File: src/rtl/conv_seq_ctrl.sv
// Load/compute sequencer for a 1-D valid-window convolution engine.
// Streams X samples and filter taps into memory, then issues one MAC window per result.
module conv_seq_ctrl #(
    parameter int  X_SIZE = 128,
    parameter int  F_SIZE = 32,
    localparam int N_OUT  = X_SIZE - F_SIZE + 1,
    localparam int XW     = (X_SIZE > 1) ? $clog2(X_SIZE) : 1,
    localparam int FW     = (F_SIZE > 1) ? $clog2(F_SIZE) : 1,
    localparam int OW     = (N_OUT > 1) ? $clog2(N_OUT) : 1
) (
    input  logic          clk,
    input  logic          reset,
    input  logic          s_valid_x,
    output logic          s_ready_x,
    input  logic          s_valid_f,
    output logic          s_ready_f,
    output logic          xmem_wr_en,
    output logic [XW-1:0] xmem_addr,
    output logic          fmem_wr_en,
    output logic [FW-1:0] fmem_addr,
    output logic [OW-1:0] win_offset,
    output logic          y_load,
    output logic          m_valid_y,
    input  logic          m_ready_y,
    output logic          conv_done
);

    // state    | meaning
    // S_LOAD   | accepting X samples and filter taps until both are full
    // S_SETTLE | one idle cycle so the last memory writes land before reads
    // S_COMPUTE| issuing windows, one y_load per result slot freed downstream
    // S_DONE   | one-cycle conv_done pulse, counters cleared
    typedef enum logic [1:0] {
        S_LOAD    = 2'd0,
        S_SETTLE  = 2'd1,
        S_COMPUTE = 2'd2,
        S_DONE    = 2'd3
    } state_t;

    // Counters carry one extra bit so they can hold the full count itself.
    localparam int CXW = $clog2(X_SIZE + 1);
    localparam int CFW = $clog2(F_SIZE + 1);
    localparam int COW = $clog2(N_OUT + 1);

    localparam logic [CXW-1:0] X_FULL = CXW'(X_SIZE);
    localparam logic [CFW-1:0] F_FULL = CFW'(F_SIZE);
    localparam logic [COW-1:0] N_FULL = COW'(N_OUT);

    state_t           r_state;
    state_t           w_state_nxt;
    logic [CXW-1:0]   r_x_cnt;
    logic [CFW-1:0]   r_f_cnt;
    logic [COW-1:0]   r_out_cnt;
    logic             r_m_valid;

    logic             w_x_fire;
    logic             w_f_fire;
    logic             w_accept;
    logic [CXW-1:0]   w_x_cnt_nxt;
    logic [CFW-1:0]   w_f_cnt_nxt;

    assign w_x_fire    = s_valid_x && s_ready_x;
    assign w_f_fire    = s_valid_f && s_ready_f;
    assign w_accept    = r_m_valid && m_ready_y;
    assign w_x_cnt_nxt = r_x_cnt + CXW'(w_x_fire);
    assign w_f_cnt_nxt = r_f_cnt + CFW'(w_f_fire);

    assign xmem_wr_en  = w_x_fire;
    assign fmem_wr_en  = w_f_fire;
    assign xmem_addr   = r_x_cnt[XW-1:0];
    assign fmem_addr   = r_f_cnt[FW-1:0];
    assign win_offset  = r_out_cnt[OW-1:0];
    assign m_valid_y   = r_m_valid;

    always_ff @(posedge clk) begin
        if (reset) begin
            r_state <= S_LOAD;
        end else begin
            r_state <= w_state_nxt;
        end
    end

    always_comb begin
        w_state_nxt = r_state;
        case (r_state)
            S_LOAD: begin
                // Leave on the edge of the final beat, even if X and F finish together.
                if ((w_x_cnt_nxt == X_FULL) && (w_f_cnt_nxt == F_FULL)) begin
                    w_state_nxt = S_SETTLE;
                end
            end
            S_SETTLE: begin
                w_state_nxt = S_COMPUTE;
            end
            S_COMPUTE: begin
                if (w_accept && (r_out_cnt == N_FULL)) begin
                    w_state_nxt = S_DONE;
                end
            end
            S_DONE: begin
                w_state_nxt = S_LOAD;
            end
            default: begin
                w_state_nxt = S_LOAD;
            end
        endcase
    end

    // Strobes are masked during reset so nothing leaks out before the state register settles.
    always_comb begin
        s_ready_x = 1'b0;
        s_ready_f = 1'b0;
        y_load    = 1'b0;
        conv_done = 1'b0;
        if (!reset) begin
            case (r_state)
                S_LOAD: begin
                    s_ready_x = (r_x_cnt != X_FULL);
                    s_ready_f = (r_f_cnt != F_FULL);
                end
                S_COMPUTE: begin
                    y_load = (r_out_cnt < N_FULL) && (!r_m_valid || m_ready_y);
                end
                S_DONE: begin
                    conv_done = 1'b1;
                end
                default: begin
                end
            endcase
        end
    end

    always_ff @(posedge clk) begin
        if (reset) begin
            r_x_cnt   <= '0;
            r_f_cnt   <= '0;
            r_out_cnt <= '0;
            r_m_valid <= 1'b0;
        end else if (r_state == S_DONE) begin
            r_x_cnt   <= '0;
            r_f_cnt   <= '0;
            r_out_cnt <= '0;
            r_m_valid <= 1'b0;
        end else begin
            r_x_cnt <= w_x_cnt_nxt;
            r_f_cnt <= w_f_cnt_nxt;
            if (y_load) begin
                r_out_cnt <= r_out_cnt + COW'(1);
                r_m_valid <= 1'b1;
            end else if (w_accept) begin
                r_m_valid <= 1'b0;
            end
        end
    end

endmodule

File: config.mk
export PLATFORM = sky130hd
export DESIGN_NAME = conv_seq_ctrl
export DESIGN_NICKNAME = d
export VERILOG_FILES = /design/src/rtl/conv_seq_ctrl.sv
export SDC_FILE = /design/constraint.sdc
export NUM_CORES = 1
export LEC_CHECK = 0
export CAP_MARGIN = 5
export CORE_ASPECT_RATIO = 2
export CORE_MARGIN = 5
export CORE_UTILIZATION = 45
export CTS_BUF_LIST = sky130_fd_sc_hd__clkbuf_16
export CTS_CLUSTER_DIAMETER = 200
export DETAILED_ROUTE_END_ITERATION = 6
export PLACE_DENSITY_LB_ADDON = 0.05
export SLEW_MARGIN = 30
export SYNTH_ARGS = -nofsm -noshare
export SYNTH_HDL_FRONTEND = slang
export SYNTH_SLANG_ARGS = --single-unit
File: constraint.sdc
create_clock -name clk -period 2.7 [get_ports clk]
set_clock_uncertainty 0.2 [all_clocks]
set_input_delay 0.54 -clock clk [delete_from_list [all_inputs] [get_ports clk]]
set_output_delay 0.54 -clock clk [all_outputs]
set_load 0.005 [all_outputs]
==> results of run 1 <==
==> per-layer routing <==
metal  GRT usage  vias up
met5           0        -
met4      0.0554        0
met3      0.0262        6
met2       0.346       26
met1       0.164      671
li1            -      672
==> per-stage QoR <==
step	std cells	setup WS, ns
finish	254	0.0620
floorplan	167	0.00286
global placement	245	-0.514
detailed placement	245	-0.550
global route	254	-0.0158
CTS	250	0.0277
==> power breakdown <==
| group | internal [mW] | switching [mW] | total (mW) |
|---|---|---|---|
| Sequential | 0.358 | 0.00415 | 0.362 |
| Clock | 0.195 | 0.112 | 0.308 |
| Combinational | 0.0511 | 0.0360 | 0.0872 |
==> cell families (layout without fill, tap and decap cells) <==
kind of cell,Yosys count,count (layout),share of synthesized area
AOI/OAI and AO/OA,20,20,0.0993
buffers and inverters,20,76,0.0816
muxes,1,1,0.00673
xor gates and xnor gates,15,15,0.0884
DFF,24,24,0.323
and+or+nand+nor,77,77,0.316
adders and majority gates,10,10,0.0842
==> cell type report <==
type | count | share of cell area
flip-flops and latches | 24 | 0.215
multi-input cells | 123 | 0.466
inverters | 5 | 0.00837
repair buffers | 68 | 0.260
well taps | 31 | 0.0173
clock buffers | 3 | 0.0335
==> placed cells by master (no fill, tap or decap), drive strengths merged <==
cell           count
nor2b              2
nand2              6
and2               7
a2111oi            1
o21ai              4
nor3               4
o211ai             2
buf               38
and3b              1
xor2               5
nor2              25
nand3b             1
o31ai              2
dfxtp             24
a31oi              3
ha                10
clkbuf             3
nor4               3
inv                5
or3                2
nand4              2
and4               1
a21oi              6
clkdlybuf4s50     28
a211oi             1
nand2b             5
a41oi              1
dlygate4sd2        2
and3               5
or2                3
nand3              6
xnor2             10
mux2i              1
nor3b              4
==> registers in the layout, indices dropped and copies added, names as in the netlist <==
signal	flops
r_x_cnt	8
win_offset	7
r_f_cnt	6
r_state	2
m_valid_y	1
==> critical path: stages <==
cell           delay, ns
dlygate4sd2_1       0.25
nand2b_4            0.17
a21oi_2             0.13
and2_4              0.16
ha_2                0.20
ha_4                0.16
and3b_1             0.16
o211ai_1            0.09
buf_4               0.16
a2111oi_4           0.31
a31oi_2             0.16
o31ai_2             0.09
==> repair_timing <==
action,in CTS,in global routing
pin swaps,7,9
gates resized for setup,18,12
hold buffers,0,0
setup buffers,2,4
endpoints found under the setup margin,6,4
==> path summary, 6_finish.rpt <==
path / start / end / depth (start not counted)
setup / recovery: reset / r_state[1]$_SDFFE_PP0P_ / 12
hold / removal: m_valid_y$_SDFFE_PP0P_ / m_valid_y$_SDFFE_PP0P_ / 2
setup reg to reg: r_state[0]$_SDFFE_PP0P_ / r_state[1]$_SDFFE_PP0P_ / 13
hold reg to reg: m_valid_y$_SDFFE_PP0P_ / m_valid_y$_SDFFE_PP0P_ / 2
==> out/qor.txt, run 1 <==
status - finished, final reports clean
Power Dens Cells - 338 mW/mm^2
fin area - 0.00224 sq mm
PortBufs - 30
Clock Tree Buf Depth - 2
Synth Flop Type - dfxtp_1
DRT met1 WL - 1.27 mm
Tot Pwr - 0.757 mW
Fin. Hold Viols - 0
maximum vdd ir drop - 0.367 mV
CTS tree - done
Core Region - 0.00319 sq mm
critical path class - in2reg
main area contributors after synthesis - dfxtp_1 (32%), ha_1 (8.4%), buf_4 (6.1%)
clock slew at reported path FFs - 0.06 ns
Worst setup SP type - primary input
Area growth syn-to-layout - 50.8%
Slew Limit Headroom - 0.747
flip-flop and latch count after synthesis - 24
Synth Instances - 167
Vias - 1,375
Final Slew Violations - 0
placed cell area - 0.00196 sq mm
Post-synth top cells - dfxtp_1 (24), nor2_1 (24), buf_4 (12), ha_1 (10), xnor2_1 (10)
vias per cell - 5.41
DRT Wirelength - 3.97 mm
Post-synth EDFFs - 0
area share of the largest cell type after synthesis - 0.323
Avg Synthesized Cell Area - 8.90 sq um
R2R setup slack - 0.09 ns
DR WL met2 - 2.48 mm
initial core utilization - 0.466
Finished Core Util - 0.702
ys async rst share - 0
WL met3 - 115 um
Die H - 91.3 um
Clock Latency Late Sink - 0.25 ns
Critical Path AT - 2.60 ns
worst slew pin tran - 0.379 ns
DR top layer - met4
ANT nets after route - 0
Total GRT Usage - 0.173
# diodes - 0
data required time of the worst path - 2.66 ns
initial antenna violation count - 0
largest net degree at the start of global routing - 19
sequential area share after synthesis - 0.323
vias in the first global route - 1,443
worst min path class - reg2reg
Die Width - 50.6 um
IO Count - 31
Overflow after GRT - 0
static leakage - 0.862 nW
max cap viols - 0
period utilization - 0.977
Die Area - 0.00462 sq mm
routed wire length per instance - 15.6 um
Reg area - 482 sq um
root buffer cell - clkbuf_16
Initial DRC Count - 16
# H-tree levels - 1
post-synth top area cell - dfxtp_1
Post-route DRC - 0
cell row count - 29
layout cells sized above 1 - 0.345
worst hold margin - 0.351 ns
Post-DP HPWL - 3.03 mm
Final min period - 2.64 ns
drt first pass iters - 4
synthesized area - 0.00149 sq mm
fmax - 379 MHz
first-pass GRT wire length - 6.42 mm
Fillers - 257
CTS Buf Count - 3
number of warnings issued by yosys - 0
setup TNS - 0 ns
Cell variety after synth - 44
RePlAce Congestion - 0.761
critical path endpoint category - register
fin nets - 240
Crit Path Max Fanout - 4
final setup vio count - 0
CTS sink count - 24
synthesized net count - 182
area of the multi-input gates - 0.00104 sq mm
Power figures use the tool's default switching activity.
==> inputs of run 2 (changes only) <==
CTS_CLUSTER_DIAMETER = 100   (was 200)
==> results of run 2 <==
Same layout as run 1: the final DEF is identical, and so are final timing and power.
==> inputs of run 3 (changes only) <==
ABC_AREA = 1   (was not set)
RECOVER_POWER = 50   (was not set)
==> run 3 against run 2 <==
Compared with the run above:
- sequential share of layout area up 1.5 points
- sequential power increased by 17%
- worst setup slack got worse by 0.0025 ns
- non-clock buffer count decreased by 8
- first-iteration DRC count is 120% higher
- critical endpoint unchanged
- cell count increased by 12%
- register-to-register slack improved by 0.03 ns
- clock power is 39% higher
- area after synthesis decreased by 7.3%
==> out/qor.txt, run 3 <==
CTS Buf Count - 3
Fillers - 244
Cell variety after synth - 22
worst stage delay on the critical path - 0.46 ns
RePlAce Congestion - 0.835
area share of the largest cell type after synthesis - 0.349
largest net degree at the start of global routing - 17
Clock Tree Buf Depth - 2
clock network power share - 0.299
hold-critical path depth - 2
switching share of power - 0.314
Largest Register - r_x_cnt
DR top layer - met4
data required time of the worst path - 2.66 ns
Avg Synthesized Cell Area - 6.79 sq um
commonest non-fill, non-tap cells in the layout - nand2_1 (38), buf_4 (30), nor2_1 (28), inv_1 (28), clkdlybuf4s50_1 (28)
initial antenna violation count - 0
RSZ-0062 raised after global routing - true
number of warnings issued by yosys - 0
fmax - 379 MHz
IO Count - 31
# diodes - 0
critical path class - in2reg
routed wire length per instance - 14.5 um
main area contributors after synthesis - dfxtp_1 (35%), nand2_1 (11%), ha_1 (9.1%)
Synth Instances - 203
most frequent CP cell - nand2_1
static leakage - 0.919 nW
Net Switching - 0.449 mW
Die Width - 49.1 um
final setup vio count - 0
# H-tree levels - 1
FF-to-FF path depth - 16
crit-path leading delay family - simple AND/OR/NAND/NOR gates
Initial DRC Count - 35
# hold bufs at CTS - 0
post-synth top area cell - dfxtp_1
clock slew at reported path FFs - 0.06 ns
internal power - 0.982 mW
Critical Path AT - 2.60 ns
R2R setup slack - 0.12 ns
max FFs per register - 8
max cap viols - 0
first-pass GRT wire length - 6.41 mm
Reg area - 483 sq um
ANT nets after route - 0
period utilization - 0.978
Synth Flop Type - dfxtp_1
Fin. Hold Viols - 0
hold endpoint - win_offset[6]$_SDFFE_PP0P_
CTS sink count - 24
ys async rst share - 0
Post-synth top cells - nand2_1 (40), inv_1 (33), nor2_1 (31), dfxtp_1 (24), nand3_1 (14)
Post-DP HPWL - 3.04 mm
status - finished, final reports clean
PortBufs - 30
synthesized area - 0.00138 sq mm
Total GRT Usage - 0.186
initial core utilization - 0.468
Tot Pwr - 1.43 mW
drt first pass iters - 5
Post-synth EDFFs - 0
Final Slew Violations - 0
worst min path class - reg2reg
Crit Path Max Fanout - 4
Final min period - 2.64 ns
RR Endpoint - r_state[1]$_SDFFE_PP0P_
CP max-delay cell - clkdlybuf4s50_1
Clock Latency Late Sink - 0.26 ns
DRT Wirelength - 4.11 mm
layout cells sized above 1 - 0.252
Hold Path Origin - win_offset[6]$_SDFFE_PP0P_
sequential share of power - 0.296
maximum vdd ir drop - 0.497 mV
cell row count - 28
CTS tree - done
root buffer cell - clkbuf_16
synthesized net count - 218
fin nets - 270
vias in the first global route - 1,570
count leader, synth - nand2_1
flip-flop and latch count after synthesis - 24
Worst setup SP type - primary input
Die Area - 0.00434 sq mm
launch point of the worst reg-to-reg path - r_f_cnt[5]$_SDFF_PP0_
Buf/Inv on CP - 3
Slew Limit Headroom - 0.643
post-route worst setup slack - 0.0595 ns
Die H - 88.2 um
most common cell after layout, fill and taps aside - nand2_1
Core Region - 0.00294 sq mm
worst slew pin tran - 0.536 ns
chain of cells forming the critical path - clkdlybuf4s50_1 > nor3b_2 > ha_2 > ha_4 > buf_4 > nand2_1 > inv_1 > nand2_1 > nand2_1 > nand3_1 > nor2_1 > nand3_1 > nand2_2 > nand3_2 > nand2_1 > nor2_1
critical path endpoint category - register
Power Dens Cells - 680 mW/mm^2
DRT met1 WL - 1.31 mm
WL met3 - 130 um
vias per cell - 5.21
Area growth syn-to-layout - 52.9%
Overflow after GRT - 0
dpl ws - -0.485 ns
DR WL met2 - 2.44 mm
sequential area share after synthesis - 0.349
area of the multi-input gates - 822 sq um
Vias - 1,479
combinational power share - 0.404
Post-route DRC - 0
## run 3: area by class of cell
type / count / area share
Multi-Input combinational cell: 131 / 0.390
Timing Repair Buffer: 60 / 0.250
Sequential cell: 24 / 0.229
Inverter: 35 / 0.0624
Clock buffer: 3 / 0.0357
Tap cell: 30 / 0.0178
Clock inverter: 1 / 0.0143
## run 3: power by group through the flow
stage               combinational, mW  clock, mW  sequential (mW)
floorplan                       0.233          0            0.418
global placement                0.429          0            0.418
detailed placement              0.444          0            0.420
CTS                             0.473      0.429            0.417
global route                    0.621      0.450            0.427
finish                          0.579      0.429            0.424
## run 3: layer usage
metal | vias up | global-route usage
li1 | 735 | -
met4 | 0 | 0.130
met5 | - | 0
met3 | 21 | 0.0253
met1 | 677 | 0.151
met2 | 46 | 0.382
## run 3: cell families after synthesis
logic type	after synthesis	synth area share
DFF	24	0.349
xor gates and xnor gates	1	0.00636
and+or+nand+nor	99	0.311
buffers and inverters	48	0.163
adders and majority gates	10	0.0908
AOI/OAI and AO/OA	21	0.0799
## run 3: how the worst max path moves through the flow
| stage | startpoint | endpoint | slack [ns] | cells past startpoint |
|---|---|---|---|---|
| 3_3_place_gp | reset | r_state[1]$_SDFFE_PP0P_ | -0.47 | 17 |
| 3_5_place_dp | reset | r_state[1]$_SDFFE_PP0P_ | -0.49 | 17 |
| 6_report | s_valid_x | r_state[1]$_SDFFE_PP0P_ | 0.06 | 16 |
| 2_1_floorplan | reset | r_state[1]$_SDFFE_PP0P_ | 0.13 | 16 |
| 4_1_cts | r_x_cnt[4]$_SDFF_PP0_ | r_state[1]$_SDFFE_PP0P_ | 0.04 | 15 |
| 5_1_grt | s_valid_x | r_state[1]$_SDFFE_PP0P_ | -0.07 | 16 |
## run 3: metrics by stage
stage                      util  TNS, ns  instances  hold WS [ns]  area (sq um)
after global routing      0.716  -0.0931        284         0.319          2110
after global placement    0.622    -1.31        278         0.265          1830
final                     0.716        0        284         0.293          2110
after CTS                 0.673        0        282         0.292          1980
after floorplan               -        0        203         0.259          1380
after detailed placement  0.622    -1.36        278         0.280          1830
## run 3: worst min-delay path, cell delays in order (launching register included)
cell     delay [ns]
dfxtp_1        0.33
inv_1          0.05
a21oi_1        0.06
## run 3: repair_timing
action                                 CTS  global route
endpoints found under the hold margin    0             0
setup buffers                            0             2
pin swaps                                2            14
gates cloned                             0             0
gates resized for setup                 11            24
setup endpoints to repair                6             4
